File: src/rtl/fpu_pkg.sv
// Shared FPU definitions: result status encoding and packed-float field widths.
// Used by the FPU datapath and by fp_int_encoder.
package fpu_pkg;

   typedef enum logic [1:0] {
      EXACT     = 2'd0,
      INEXACT   = 2'd1,
      OVERFLOW  = 2'd2,
      UNDERFLOW = 2'd3
   } status_t;

   localparam int EXP_W    = 10;
   localparam int FRAC_W   = 21;
   localparam int EXP_BIAS = 511;

endpackage

File: src/rtl/fp_enc_round.sv
// Combinational pack stage of fp_int_encoder: turns a normalized magnitude,
// its shift count and the sign into a packed float plus an inexact flag.
// Build option FP_ENC_ROUND_EN: round to nearest-even instead of truncating.
module fp_enc_round
   import fpu_pkg::*;
(
   input  logic [31:0] mag_i,
   input  logic [4:0]  count_i,
   input  logic        sign_i,
   output logic [31:0] word_o,
   output logic        inexact_o
);

   logic [EXP_W-1:0]  exp_w;
   logic [FRAC_W-1:0] frac_w;
`ifdef FP_ENC_ROUND_EN
   logic              guard;
   logic              sticky;
   logic              frac_carry;
`endif

   // Exponent from shift count, fraction below the hidden 1, optional RNE rounding.
   always_comb begin
      exp_w     = EXP_W'(EXP_BIAS + 31) - EXP_W'(count_i);
      frac_w    = mag_i[30:10];
      inexact_o = |mag_i[9:0];
`ifdef FP_ENC_ROUND_EN
      guard      = mag_i[9];
      sticky     = |mag_i[8:0];
      frac_carry = 1'b0;
      if (guard & (sticky | frac_w[0])) begin
         // A carry out of the fraction leaves it zero and bumps the exponent.
         {frac_carry, frac_w} = {1'b0, mag_i[30:10]} + 22'd1;
      end
      if (frac_carry) begin
         exp_w = exp_w + EXP_W'(1);
      end
`endif
      if (mag_i == 32'd0) begin
         word_o    = 32'd0;
         inexact_o = 1'b0;
      end else begin
         word_o = {sign_i, exp_w, frac_w};
      end
   end

endmodule

File: src/rtl/fp_int_encoder.sv
// Serial int32 -> packed float encoder. Normalizes one bit per cycle, then
// packs through fp_enc_round. Valid/ready handshakes on both sides.
// Build option FP_ENC_ROUND_EN (in fp_enc_round): round to nearest-even.
module fp_int_encoder
   import fpu_pkg::*;
(
   input  logic        clock_100Khz,
   input  logic        reset,
   input  logic        in_valid,
   output logic        in_ready,
   input  logic [31:0] int_in,
   output logic        out_valid,
   input  logic        out_ready,
   output logic [31:0] data_out,
   output status_t     status_out
);

   typedef enum logic [2:0] {
      IDLE      = 3'd0,
      LOAD      = 3'd1,
      NORMALIZE = 3'd2,
      PACK      = 3'd3,
      DONE      = 3'd4
   } state_t;

   state_t             state_q, state_d;
   logic signed [31:0] operand_q, operand_d;
   logic               sign_q, sign_d;
   logic [31:0]        mag_q, mag_d;
   logic [4:0]         count_q, count_d;
   logic               out_valid_q, out_valid_d;
   logic [31:0]        data_q, data_d;
   status_t            status_q, status_d;

   logic [31:0]        packed_word;
   logic               pack_inexact;

   fp_enc_round u_round (
      .mag_i     (mag_q),
      .count_i   (count_q),
      .sign_i    (sign_q),
      .word_o    (packed_word),
      .inexact_o (pack_inexact)
   );

   // Next-state and datapath updates for the encode sequence.
   always_comb begin
      state_d     = state_q;
      operand_d   = operand_q;
      sign_d      = sign_q;
      mag_d       = mag_q;
      count_d     = count_q;
      out_valid_d = out_valid_q;
      data_d      = data_q;
      status_d    = status_q;
      case (state_q)
         IDLE: begin
            if (in_valid) begin
               operand_d = int_in;
               state_d   = LOAD;
            end
         end
         LOAD: begin
            // Negating -2^31 wraps to 0x80000000, which is the correct magnitude.
            sign_d  = operand_q[31];
            mag_d   = operand_q[31] ? $unsigned(-operand_q) : $unsigned(operand_q);
            count_d = 5'd0;
            state_d = (operand_q == 32'sd0) ? PACK : NORMALIZE;
         end
         NORMALIZE: begin
            if (mag_q[31]) begin
               state_d = PACK;
            end else begin
               mag_d   = mag_q << 1;
               count_d = count_q + 5'd1;
            end
         end
         PACK: begin
            data_d      = packed_word;
            status_d    = pack_inexact ? INEXACT : EXACT;
            out_valid_d = 1'b1;
            state_d     = DONE;
         end
         DONE: begin
            if (out_ready) begin
               out_valid_d = 1'b0;
               state_d     = IDLE;
            end
         end
         default: state_d = IDLE;
      endcase
   end

   // State and result registers; reset discards any operation in flight.
   always_ff @(posedge clock_100Khz) begin
      if (reset) begin
         state_q     <= IDLE;
         sign_q      <= 1'b0;
         mag_q       <= 32'd0;
         count_q     <= 5'd0;
         out_valid_q <= 1'b0;
         data_q      <= 32'd0;
         status_q    <= EXACT;
      end else begin
         state_q     <= state_d;
         sign_q      <= sign_d;
         mag_q       <= mag_d;
         count_q     <= count_d;
         out_valid_q <= out_valid_d;
         data_q      <= data_d;
         status_q    <= status_d;
      end
   end

   // Captured operand is only consumed in LOAD, so it needs no reset.
   always_ff @(posedge clock_100Khz) begin
      operand_q <= operand_d;
   end

   assign in_ready   = (state_q == IDLE);
   assign out_valid  = out_valid_q;
   assign data_out   = data_q;
   assign status_out = status_q;

endmodule

File: config.mk
export PLATFORM = sky130hd
export DESIGN_NAME = fp_int_encoder
export DESIGN_NICKNAME = d
export VERILOG_FILES = /design/src/rtl/fpu_pkg.sv /design/src/rtl/fp_enc_round.sv /design/src/rtl/fp_int_encoder.sv
export SDC_FILE = /design/constraint.sdc
export NUM_CORES = 1
export LEC_CHECK = 0
export BUFFER_PORTS_ARGS = -buffer_cell sky130_fd_sc_hd__buf_4
export CAP_MARGIN = 30
export CORE_MARGIN = 4
export CORE_UTILIZATION = 30
export DETAILED_ROUTE_END_ITERATION = 16
export PLACE_DENSITY_LB_ADDON = 0.15
export SYNTH_ARGS = -nofsm -noshare
export SYNTH_HDL_FRONTEND = slang
export SYNTH_SLANG_ARGS = --single-unit
File: constraint.sdc
create_clock -name clock_100Khz -period 2.91 [get_ports clock_100Khz]
set_input_delay 0.1455 -clock clock_100Khz [delete_from_list [all_inputs] [get_ports clock_100Khz]]
set_output_delay 0.1455 -clock clock_100Khz [all_outputs]
set_load 0.005 [all_outputs]
==> flow_summary.json <==
{
  "status": "finished, final reports clean",
  "syn-num-nets": 593,
  "clk_path_buf_depth": 2,
  "route.detailed.drc": 0,
  "start_util": 0.309,
  "power_density_nw_per_um2": 642,
  "maxCapViolations": 0,
  "area_growth_pct": 27.4,
  "tightestPinTransition_ps": 742,
  "fill_cells": 1620,
  "grt-ovfl-total": 0,
  "yosysSeqAreaShare": 0.496,
  "drv_slew": 0,
  "layout_commonest_cell": "buf_4",
  "ys.flop_type": "dfxtp_1",
  "postCtsSetupBuffers": 0,
  "finalSetupViolCount": 0,
  "rows": 46,
  "root_buffer": "clkbuf_16",
  "async_flop_share": 0,
  "routed_wl_mm": 14.1,
  "max_slew_margin": 0.503,
  "syn-cell-area_um2": 4960,
  "gp_congestion": 0.860,
  "reg2reg_to": "mag_q[30]",
  "final.min_clock_period_ps": 2460,
  "synth_cells": 554,
  "drt_iter0_markers": 433,
  "first_global_vias": 4021,
  "rr_worst_depth": 5,
  "synthDistinctLibCells": 58,
  "p_comb_frac": 0.229,
  "core_area_um2": 16100,
  "io_buffers": 70,
  "finalClockSkew_ps": 5.41,
  "ys_seq_elements": 107,
  "diodes": 0,
  "grt_setup_unrepaired": "false",
  "cts_htree_levels": 3,
  "cts_resized": 0,
  "worstSetupPathType": "register to register",
  "cp.required_ps": 3120,
  "sw_frac_of_total": 0.327,
  "cts_inserted_buffers": 9,
  "whs_ps": 63.8,
  "hold_end": "state_q[2]",
  "hold_viol": 0,
  "clock-sinks": 107,
  "utilization": 0.394,
  "worstHoldStart": "out_ready",
  "crit_fanout": 5,
  "dieArea_um2": 18700,
  "antenna_found_initial": 0,
  "drive_above_1_share": 0.176,
  "cts_tree": "built",
  "ys.warnings.count": 0,
  "pin_count": 72,
  "vias": 4450,
  "grt_pass1_wl_mm": 22.5,
  "hold_path_class": "input pin to register",
  "crit_start": "operand_q[14]",
  "seq_power_share": 0.483,
  "synth-edff-count": 32,
  "syn_avg_cell_area_um2": 8.95,
  "die-width_um": 137,
  "first_pass_iters": 6,
  "grt_max_degree": 72,
  "grtUsageTotal": 0.154,
  "total_power_mw": 4.06,
  "clk_pin_slew_ps": 70,
  "setup_tns_ps": 0,
  "irDropWorstVdd_v": 0.000289,
  "clkPwrFrac": 0.288,
  "hold_path_depth": 3,
  "p_sw_mw": 1.33,
  "p_leak_nw": 2.26,
  "reg2reg_from": "operand_q[14]",
  "critPathCaptureType": "register",
  "wl_per_cell_um": 16.3,
  "insertion_delay_ps": 350,
  "fp.dieH_um": 137,
  "arrival_ps": 2670,
  "final_nets": 682,
  "startpoint_type": "register",
  "drtAntennaViolNets": 0,
  "rrSetupSlack_ps": 450,
  "viasPerCell": 5.15,
  "hpwlAfterDp_mm": 9.93,
  "fmax_mhz": 407,
  "fin_crit_sh": 0.845,
  "power.internal_mw": 2.73,
  "final_cell_mix": "85 x buf_4, 79 x nand2_1, 75 x dfxtp_1"
}
==> Yosys cell counts, types with 2 or more instances <==
cell / count / area [um^2]
nand3_1: 13 / 65.1
o41ai_1: 5 / 43.8
a211oi_1: 8 / 60.1
buf_1: 4 / 15.0
nor3_1: 15 / 75.1
nand2b_1: 2 / 12.5
clkbuf_1: 33 / 124
or4b_2: 2 / 20.0
a22oi_1: 14 / 105
or2_2: 2 / 12.5
inv_1: 11 / 41.3
dfxtp_1: 75 / 1500
a21oi_1: 64 / 320
mux2i_1: 6 / 60.1
or4_1: 8 / 60.1
and3_1: 5 / 31.3
nor4_1: 18 / 113
nand2_1: 79 / 297
o22ai_1: 15 / 93.8
edfxtp_1: 32 / 961
a2111oi_0: 2 / 17.5
xnor2_1: 7 / 61.3
nand3b_1: 5 / 37.5
ha_1: 3 / 37.5
or3b_2: 3 / 26.3
nor2b_1: 2 / 12.5
o211ai_1: 2 / 15.0
or3_1: 8 / 50.1
nor2_1: 40 / 150
a22o_1: 2 / 17.5
o221ai_1: 5 / 43.8
o21ai_0: 13 / 65.1
o31ai_1: 8 / 60.1
nor3b_1: 2 / 15.0
xor2_1: 13 / 114
nand4_1: 5 / 31.3
a31oi_1: 2 / 12.5
==> worst max-delay path by stage <==
stage	to	slack, ps	depth (start not counted)
2_1_floorplan	mag_q[26]	640	6
3_3_place_gp	mag_q[22]	470	5
5_1_grt	mag_q[22]	310	5
6_report	mag_q[30]	450	5
3_5_place_dp	mag_q[30]	500	5
4_1_cts	mag_q[30]	460	5
==> state kept, by name (all words and copies together), names as in the netlist <==
name	count
data_out	32
mag_q	32
operand_q	32
count_q	5
state_q	3
out_valid	1
sign_q	1
status_out	1
==> power groups by stage <==
stage               combinational (mW)  clock [mW]  sequential (mW)
CTS                              0.937        1.20             1.95
finish                           0.930        1.17             1.96
floorplan                        0.626           0             1.90
global placement                 0.894           0             1.99
global route                      1.05        1.27             1.99
detailed placement               0.900           0             1.99
==> routing by layer <==
metal  vias up  wire length, um  GRT usage
met4         0              178     0.0437
met3        13              938     0.0301
met2       153             5770      0.218
met5         -                0          0
li1       2226                -          -
met1      2058             7160      0.235
==> layout make-up <==
type                       instances  area (um^2)  share of cell area
sequential                       107         2460               0.390
tap                              216          270              0.0428
clock buffer                      10          239              0.0378
multi-input combinational        396         2310               0.365
inverter                          12         45.0             0.00713
timing repair buffer             117          958               0.152
clock inverter                     6         38.8             0.00614
==> through the flow <==
| stage | worst slack [ps] | instance area [um^2] | cells |
|---|---|---|---|
| after CTS | 459 | 6320 | 864 |
| after global routing | 307 | 6320 | 864 |
| after floorplan | 637 | 4960 | 554 |
| after global placement | 472 | 5720 | 816 |
| final | 451 | 6320 | 864 |
| after detailed placement | 495 | 5720 | 816 |
==> cell families (layout without fill, tap and decap cells) <==
family / count (synthesis) / after routing / synth area share
and+or+nand+nor: 216 / 216 / 0.217
muxes: 7 / 7 / 0.0144
buffers and inverters: 51 / 145 / 0.0396
DFF: 107 / 107 / 0.496
AOI/OAI and AO/OA: 149 / 149 / 0.188
other: 1 / 1 / 0.000756
adders and majority gates: 3 / 3 / 0.00757
xor gates and xnor gates: 20 / 20 / 0.0353
==> critical path, stage by stage, from the launching register on <==
cell and delay [ps]:
edfxtp_1 470, or4_4 610, or4_1 540, nor4_1 380, mux2i_1 230, o22ai_1 100
==> repair_timing <==
action	in CTS	in global routing
hold endpoints to repair	32	0
setup endpoints to repair	0	0
hold buffers	32	0
(Power assumes the default switching activity.)
